[src/rtl/rst_seq_pkg.sv]
// Shared types, defaults and width helper for the reset sequencer slice.
package rst_seq_pkg;

    typedef enum logic [1:0] {
        IDLE    = 2'd0,
        QUAL    = 2'd1,
        ASSERT  = 2'd2,
        RELEASE = 2'd3
    } state_t;

    localparam int unsigned DEF_MIN_LOW = 32;
    localparam int unsigned DEF_STAGES  = 4;
    localparam int unsigned DEF_GAP     = 8;
    localparam int unsigned DEF_CNT_W   = 8;

    // Bits needed to hold values 0..n-1 (never less than 1).
    function automatic int unsigned cnt_width(input int unsigned n);
        int unsigned w;
        w = 1;
        while ((32'd1 << w) < n) w++;
        return w;
    endfunction

endpackage

[src/rtl/gap_timer.sv]
// Free-running counter with synchronous clear; tick pulses once every GAP cycles.
module gap_timer
    import rst_seq_pkg::*;
#(
    parameter int unsigned GAP = DEF_GAP
) (
    input  logic clk,
    input  logic rst,
    input  logic clr,
    output logic tick
);

    localparam int unsigned GAP_W = cnt_width(GAP);

    logic [GAP_W-1:0] gapcnt;

    assign tick = (gapcnt == GAP_W'(GAP - 1));

    always_ff @(posedge clk) begin
        if (!rst || clr || tick) begin
            gapcnt <= '0;
        end else begin
            gapcnt <= gapcnt + GAP_W'(1);
        end
    end

endmodule

[src/rtl/reset_sequencer.sv]
// Qualifies the incoming active-low reset pulse and releases downstream
// reset domains one at a time, reporting accepted events and runts.
module reset_sequencer
    import rst_seq_pkg::*;
#(
    parameter int unsigned MIN_LOW = DEF_MIN_LOW,
    parameter int unsigned STAGES  = DEF_STAGES,
    parameter int unsigned GAP     = DEF_GAP,
    parameter int unsigned CNT_W   = DEF_CNT_W
) (
    input  logic              clk,
    input  logic              rst,
    input  logic              ext_rst,
    output logic [STAGES-1:0] stage_rst,
    output logic              done,
    output logic              runt,
    output logic [CNT_W-1:0]  evt_cnt
);

    localparam int unsigned LOW_W = cnt_width(MIN_LOW + 1);
    localparam int unsigned IDX_W = cnt_width(STAGES);

    state_t            state, next_state;
    logic              ext_q;
    logic [LOW_W-1:0]  lowcnt, lowcnt_nx;
    logic [IDX_W-1:0]  idx, idx_nx;
    logic [STAGES-1:0] stage_nx;
    logic [CNT_W-1:0]  evt_nx;
    logic              runt_nx;
    logic              tick;

    gap_timer #(.GAP(GAP)) u_gap_timer (
        .clk  (clk),
        .rst  (rst),
        .clr  (state != RELEASE),
        .tick (tick)
    );

    assign done = (state == IDLE) || (state == QUAL);

    always_comb begin
        next_state = state;
        lowcnt_nx  = lowcnt;
        idx_nx     = idx;
        stage_nx   = stage_rst;
        evt_nx     = evt_cnt;
        runt_nx    = 1'b0;
        unique case (state)
            IDLE: begin
                stage_nx = '1;
                if (!ext_q) begin
                    next_state = QUAL;
                    lowcnt_nx  = LOW_W'(1);
                end
            end
            QUAL: begin
                // Acceptance is taken the edge after lowcnt reaches MIN_LOW,
                // so a pulse of exactly MIN_LOW samples is never a runt.
                if (lowcnt == LOW_W'(MIN_LOW)) begin
                    next_state = ASSERT;
                    stage_nx   = '0;
                    if (evt_cnt != '1) evt_nx = evt_cnt + CNT_W'(1);
                end else if (!ext_q) begin
                    lowcnt_nx = lowcnt + LOW_W'(1);
                end else begin
                    runt_nx    = 1'b1;
                    next_state = IDLE;
                end
            end
            ASSERT: begin
                stage_nx = '0;
                if (ext_q) begin
                    idx_nx      = '0;
                    stage_nx[0] = 1'b1;
                    next_state  = (STAGES == 1) ? IDLE : RELEASE;
                end
            end
            RELEASE: begin
                if (!ext_q) begin
                    stage_nx   = '0;
                    next_state = ASSERT;
                end else if (tick) begin
                    idx_nx           = idx + IDX_W'(1);
                    stage_nx[idx_nx] = 1'b1;
                    if (idx_nx == IDX_W'(STAGES - 1)) next_state = IDLE;
                end
            end
            default: next_state = ASSERT;
        endcase
    end

    always_ff @(posedge clk) begin
        if (!rst) begin
            state     <= ASSERT;
            ext_q     <= 1'b1;
            lowcnt    <= '0;
            idx       <= '0;
            stage_rst <= '0;
            evt_cnt   <= '0;
            runt      <= 1'b0;
        end else begin
            state     <= next_state;
            ext_q     <= ext_rst;
            lowcnt    <= lowcnt_nx;
            idx       <= idx_nx;
            stage_rst <= stage_nx;
            evt_cnt   <= evt_nx;
            runt      <= runt_nx;
        end
    end

endmodule
[config.mk]
export PLATFORM = sky130hd
export DESIGN_NAME = reset_sequencer
export DESIGN_NICKNAME = d
export VERILOG_FILES = /design/src/rtl/rst_seq_pkg.sv /design/src/rtl/gap_timer.sv /design/src/rtl/reset_sequencer.sv
export SDC_FILE = /design/constraint.sdc
export NUM_CORES = 1
export LEC_CHECK = 0
export CORE_MARGIN = 4
export CORE_UTILIZATION = 60
export DETAILED_ROUTE_END_ITERATION = 10
export DONT_BUFFER_PORTS = 1
export PLACE_DENSITY = 0.76
export SLEW_MARGIN = 20
export SYNTH_ARGS = -nofsm -noshare
export SYNTH_HDL_FRONTEND = slang
export SYNTH_SLANG_ARGS = --single-unit
[constraint.sdc]
create_clock -name clk -period 2 [get_ports clk]
set_input_delay 0.3 -clock clk [delete_from_list [all_inputs] [get_ports clk]]
set_output_delay 0.3 -clock clk [all_outputs]
set_load 0.01 [all_outputs]
# ---- Word-level counts from Yosys, hierarchy flattened
# Cells that the tools add are included.
dict set report totals {
  mem_bits_ro 0
  ram_bits 0
  latch_bits 0
  output_inout_bits 14
  memories 0
  elab_cells 71
  input_bits 3
  register_bits 27
}
dict set report op_classes {
  n_mul 0
  addsub 4
  muxes 22
  magnitude_cmp 2
  eq_ne 18
  n_div 0
  shift 0
  bitwise_logic 3
  n_reduce_logical 14
}
# op n
set op_table {}
lappend op_table {{2-bit 2-to-1 mux} 9}
lappend op_table {{6-bit 2-to-1 mux} 3}
lappend op_table {{4-bit one-hot mux with 4 select lines} 1}
lappend op_table {{4-bit 2-to-1 mux} 3}
lappend op_table {{2-bit != test, second input constant} 6}
lappend op_table {{6-bit one-hot mux with 2 select lines} 1}
lappend op_table {{8-bit by 1-bit adder with 8-bit output, second input constant} 1}
lappend op_table {{8-bit != test, second input constant} 1}
lappend op_table {{2-bit one-hot mux with 4 select lines} 1}
lappend op_table {{4-bit AND reduction} 2}
lappend op_table {{6-bit by 1-bit adder with 6-bit output, second input constant} 1}
lappend op_table {{2-bit == test, second input constant} 3}
lappend op_table {{6-bit == test, second input constant} 1}
lappend op_table {{3-bit by 2-bit != test with 1-bit output, second input constant} 2}
lappend op_table {{5-bit AND reduction} 1}
lappend op_table {{2-bit by 1-bit != test with 1-bit output, second input constant} 2}
lappend op_table {{4-bit OR} 1}
lappend op_table {{2-bit one-hot mux with 2 select lines} 1}
lappend op_table {{2-bit nonzero test} 2}
lappend op_table {{3-bit by 1-bit adder with 3-bit output, second input constant} 1}
lappend op_table {{3-bit == test, second input constant} 1}
lappend op_table {{1-bit logical OR} 3}
lappend op_table {{2-bit by 3-bit < comparator with 1-bit output, second input constant} 1}
lappend op_table {{3-bit != test, second input constant} 1}
lappend op_table {{other kinds (12)} 14}

# ---- Depth between registers and ports, before layout
dict set report depth {
  ltp_word 9
  depth_mapped 7
  depth_no_buf 6
}

# ---- Hierarchy
# A second synthesis with hierarchy kept.
dict set report hier_totals {
  hier_cells 152
  area_unflattened_um2 1352.5
}
# mod cells_per_inst instances area_each_um2 seq_area_each_um2
set by_module_without_submodules {}
lappend by_module_without_submodules {reset_sequencer 144 1 1227.4 480.5}
lappend by_module_without_submodules {gap_timer 8 1 125.1 60.1}

# ---- Least setup slack after synthesis
# Ideal clock, no wire load.
dict set report synth_timing {
  path_kind {reg2reg}
  startpoint {register lowcnt[0]}
  endpoint {register evt_cnt[2]}
  arrival_time_ns 1.720
  setup_ns 0.116
  path_buffers 1
  t_required_ns 1.884
  stages_incl_launch_ff 8
  synth_period_minus_slack_ns 1.836
  setup_slack_ns 0.164
  path_cell_list {dfxtp_1 > inv_1 > ha_1 > or4b_1 > buf_2 > a211oi_4 > a211oi_1 > a41o_1}
}
dict set report synth_via {
  elab_chain_cells 2
}
# element line
set synth_lines {}
lappend synth_lines {{from (decl)} reset_sequencer.sv:25} ;# logic [LOW_W-1:0] lowcnt, lowcnt_nx;
lappend synth_lines {{from (signal assigned)} reset_sequencer.sv:104} ;# lowcnt <= lowcnt_nx;
lappend synth_lines {{6-bit == test} reset_sequencer.sv:59} ;# if (lowcnt == LOW_W'(MIN_LOW)) begin
lappend synth_lines {{3-bit AND reduction (no source line)} n/a}
lappend synth_lines {{to (signal assigned)} reset_sequencer.sv:107} ;# evt_cnt <= evt_nx;
lappend synth_lines {{to (decl)} reset_sequencer.sv:17} ;# output logic [CNT_W-1:0] evt_cnt
# Every way passes these cells.
# A chain may end at the register's enable or synchronous reset.

# ---- Final worst setup path
dict set report layout_timing {
  startpoint {register lowcnt[1]}
  endpoint {register lowcnt[2]}
}
dict set report layout_via {
  elab_chain_cells 4
  word_cells_on_any_way 7
  cone_classes {add/sub (1); eq/ne (2); mux (3); reduce/logical (1)}
}
# element line
set layout_lines {}
lappend layout_lines {{6-bit by 1-bit adder with 6-bit output} reset_sequencer.sv:64} ;# lowcnt_nx = lowcnt + LOW_W'(1);
lappend layout_lines {{6-bit 2-to-1 mux} reset_sequencer.sv:63} ;# end else if (!ext_q) begin
lappend layout_lines {{6-bit 2-to-1 mux} reset_sequencer.sv:59}
lappend layout_lines {{6-bit one-hot mux with 2 select lines} reset_sequencer.sv:48} ;# unique case (state)
# Several ways; a longest one is shown, not always the timed one. The select of a mux whose other input is x is not followed.

==> flow_summary.ini <==
[status]
status = complete, no violations

[yosys]
synth-async-reset-ratio_pct = 0
synth_top_area_share_pct = 39.93
syn_nets = 169
synth_edf_count = 0
synth_area_um2 = 1354
synth_cell_types = 38
syn_inst = 157
ys_seq_elements = 27
synth_area_leaders = dfxtp_1 40%, ha_1 8.3%, a21oi_1 3.7%
ys_warn_count = 0
synth_flop_cell = dfxtp_1
postSynthAreaPerCell_um2 = 8.623
ys_seq_area_share_pct = 39.93
synth_top_area_cell = dfxtp_1

[worst_setup_path]
timing.rr.start = lowcnt[1]$_SDFFE_PN0P_
ff2ff_path_depth = 7
worstPathMaxFanout = 6
worstPathRequired_ns = 2.21
rr_endpoint = lowcnt[2]$_SDFFE_PN0P_
reg2reg_setup_slack_ns = 0.14
cp_slowest_stage_delay_ns = 0.50
arrival_ns = 2.06
cp_cell_sequence = inv_1, ha_1, or4b_4, buf_4, o211ai_1, xor2_1, nor2_1
cp_top_family = simple AND/OR/NAND/NOR gates
slowest_stage = or4b_4
crit_path_end_kind = flip-flop
crit_type = reg -> reg
crit_buf_inv = 2
start_kind = flip-flop

[layout]
drive_above_1_share_pct = 8.642
final_util_pct = 71.14
finalNonFillerCells = 189
multi_input_area_um2 = 758.2
n_antenna_cell = 0
seqCellArea_um2 = 540.5
synthToLayoutAreaGrowth_pct = 7.301
fin_nets = 175
n_fill_cell = 169

[global_routing]
grt_pass1_vias = 1116
grt_pass1_wl_um = 4761
grt_max_degree = 15
grt_util_all_layers_pct = 18.85
grt-ovfl-total = 0
antenna_found_initial = 0

[routing]
num_vias = 1174
vias_per_cell = 6.212
wire_per_inst_um = 14.96
wirelength_um = 2827
drtAntennaViolNets = 0
firstDrtPassIters = 6
drc_errors = 0
drtIter0Drc = 27

[sta]
fmax_mhz = 538.7
hold_slack_ns = 0.04398
tightest_slew_ns = 0.5014
tns_ns = 0
post-route-period-util_pct = 92.81
rsz0062_at_grt = false
slew_viol_final = 0
clock_skew_ns = 0.001203
relSlewSlack_pct = 66.10
fin_crit_ns = 1.856
timing_hold_violations_final = 0
setup_viol = 0

[floorplanning]
fp.dieW_um = 55.50
row_count = 16
start_util_pct = 66.30
core-area_um2 = 2042
chipHeight_um = 55.50
dieArea_um2 = 3080
boundaryPins = 17

[power]
clkPwrFrac_pct = 26.6
p_switching_uw = 219.4
powerDensity_nw_per_um2 = 606.0
total_power_uw = 880.3
seqPwrFrac_pct = 65.2
vdd_drop_max_mv = 0.4163
p_leak_nw = 0.5744
internal-power_uw = 661.0
combPwrFrac_pct = 8.2
sw_frac_of_total_pct = 24.92

[hold_path]
hold_depth = 1
hold_start = rst
hold_path.class = in -> reg
holdPathEnd = ext_q$_SDFF_PN1_

[clock_tree]
cts.htree.levels = 1
clk_latency_ns = 0.32
cts.clk_slew.worst_paths_ns = 0.14
cts_tree = built
cts_sinks = 27
numCtsBuffers = 3
ctsLongestPathBuffers = 2
cts_root_buf = clkbuf_4

[place]
numPortBuffers = 0
gp_congestion = 0.8243
hpwl_um = 2183
place_inst = 185

[flow_run]
cap_violations = 0
## registers in the layout, summed over array words and instances (netlist names)
signal / count
u_gap_timer.gapcnt: 3
lowcnt: 6
idx: 2
runt: 1
evt_cnt: 8
ext_q: 1
stage_rst: 4
state: 2
## how the worst max path moves through the flow
stage                                 startpoint                 endpoint  depth (start not counted)
after detailed placement  lowcnt[1]$_SDFFE_PN0P_   lowcnt[3]$_SDFFE_PN0P_                          7
after global placement    lowcnt[1]$_SDFFE_PN0P_  evt_cnt[2]$_SDFFE_PN0P_                          6
final                     lowcnt[1]$_SDFFE_PN0P_   lowcnt[2]$_SDFFE_PN0P_                          7
after CTS                 lowcnt[1]$_SDFFE_PN0P_  evt_cnt[2]$_SDFFE_PN0P_                          6
after global routing      lowcnt[1]$_SDFFE_PN0P_   lowcnt[3]$_SDFFE_PN0P_                          7
after floorplan           lowcnt[0]$_SDFFE_PN0P_  evt_cnt[2]$_SDFFE_PN0P_                          7
## layout make-up
cell class	count	area share, %
multi-input combinational	113	52.20
inverter	11	2.842
sequential	27	37.21
tap	27	2.326
timing repair buffer	7	3.618
clock buffer	4	1.809
## kinds of logic after synthesis
family          count (synthesis)  synth area share, %
simple gates                   61                24.40
compound gates                 36                17.75
flops                          27                39.93
fa+ha+maj                       9                8.318
xor+xnor                        4                2.588
buf+inv                        17                4.806
mux                             3                2.218
## layer usage
metal	track usage (%)	wire length (um)	vias up
met4	9.375	57	0
met2	30.91	1354	52
met3	5.128	185	12
met5	0	0	-
met1	22.44	1229	537
li1	-	-	573
## layout by cell type, fill, tap and decap left out, drive strengths merged, types with 2 or more instances in the layout
cell,count
o21ai,10
clkbuf,4
nand2b,5
a211oi,3
nand3,6
nand4,5
and2,2
mux2i,3
ha,9
and4,4
inv,11
nor2b,5
o311ai,2
nor2,13
and3,3
xor2,3
dfxtp,27
a21oi,10
buf,7
nand2,11
or3,2
o22ai,2
## per-stage QoR
stage / setup WS, ns / instance area [um2]
2_1_floorplan: 0.1640 / 1354
3_3_place_gp: 0.1343 / 1416
3_5_place_dp: 0.002595 / 1416
4_1_cts: 0.02753 / 1443
5_1_grt: 0.002770 / 1453
6_report: 0.1437 / 1453
## cells in the mapped netlist (2+ instances only)
cell type,n
o21ai_0,10
nand3_1,6
xor2_1,3
a211oi_1,2
nand2_1,11
clkbuf_1,5
o22ai_1,2
and3_1,3
and2_1,2
or3_1,2
nor2b_1,5
nand4_1,5
and4_1,4
ha_1,9
inv_1,11
mux2i_1,3
nor2_1,13
nand2b_1,5
dfxtp_1,27
o311ai_0,2
a21oi_1,10
## power by group through the flow
stage / combinational [mW] / sequential [mW] / clock (mW)
6_report: 0.0720 / 0.574 / 0.235
5_1_grt: 0.0821 / 0.576 / 0.258
4_1_cts: 0.0696 / 0.573 / 0.240
3_5_place_dp: 0.0693 / 0.585 / 0
3_3_place_gp: 0.0672 / 0.584 / 0
2_1_floorplan: 0.0555 / 0.578 / 0
## timing repair
item | CTS | global route
resized for setup | 1 | 2
pin swaps | 0 | 1
hold buffers | 0 | 0
setup buffers | 0 | 0
endpoints found under the setup margin | 1 | 12
Note: power is estimated with default switching activity, not from simulation.
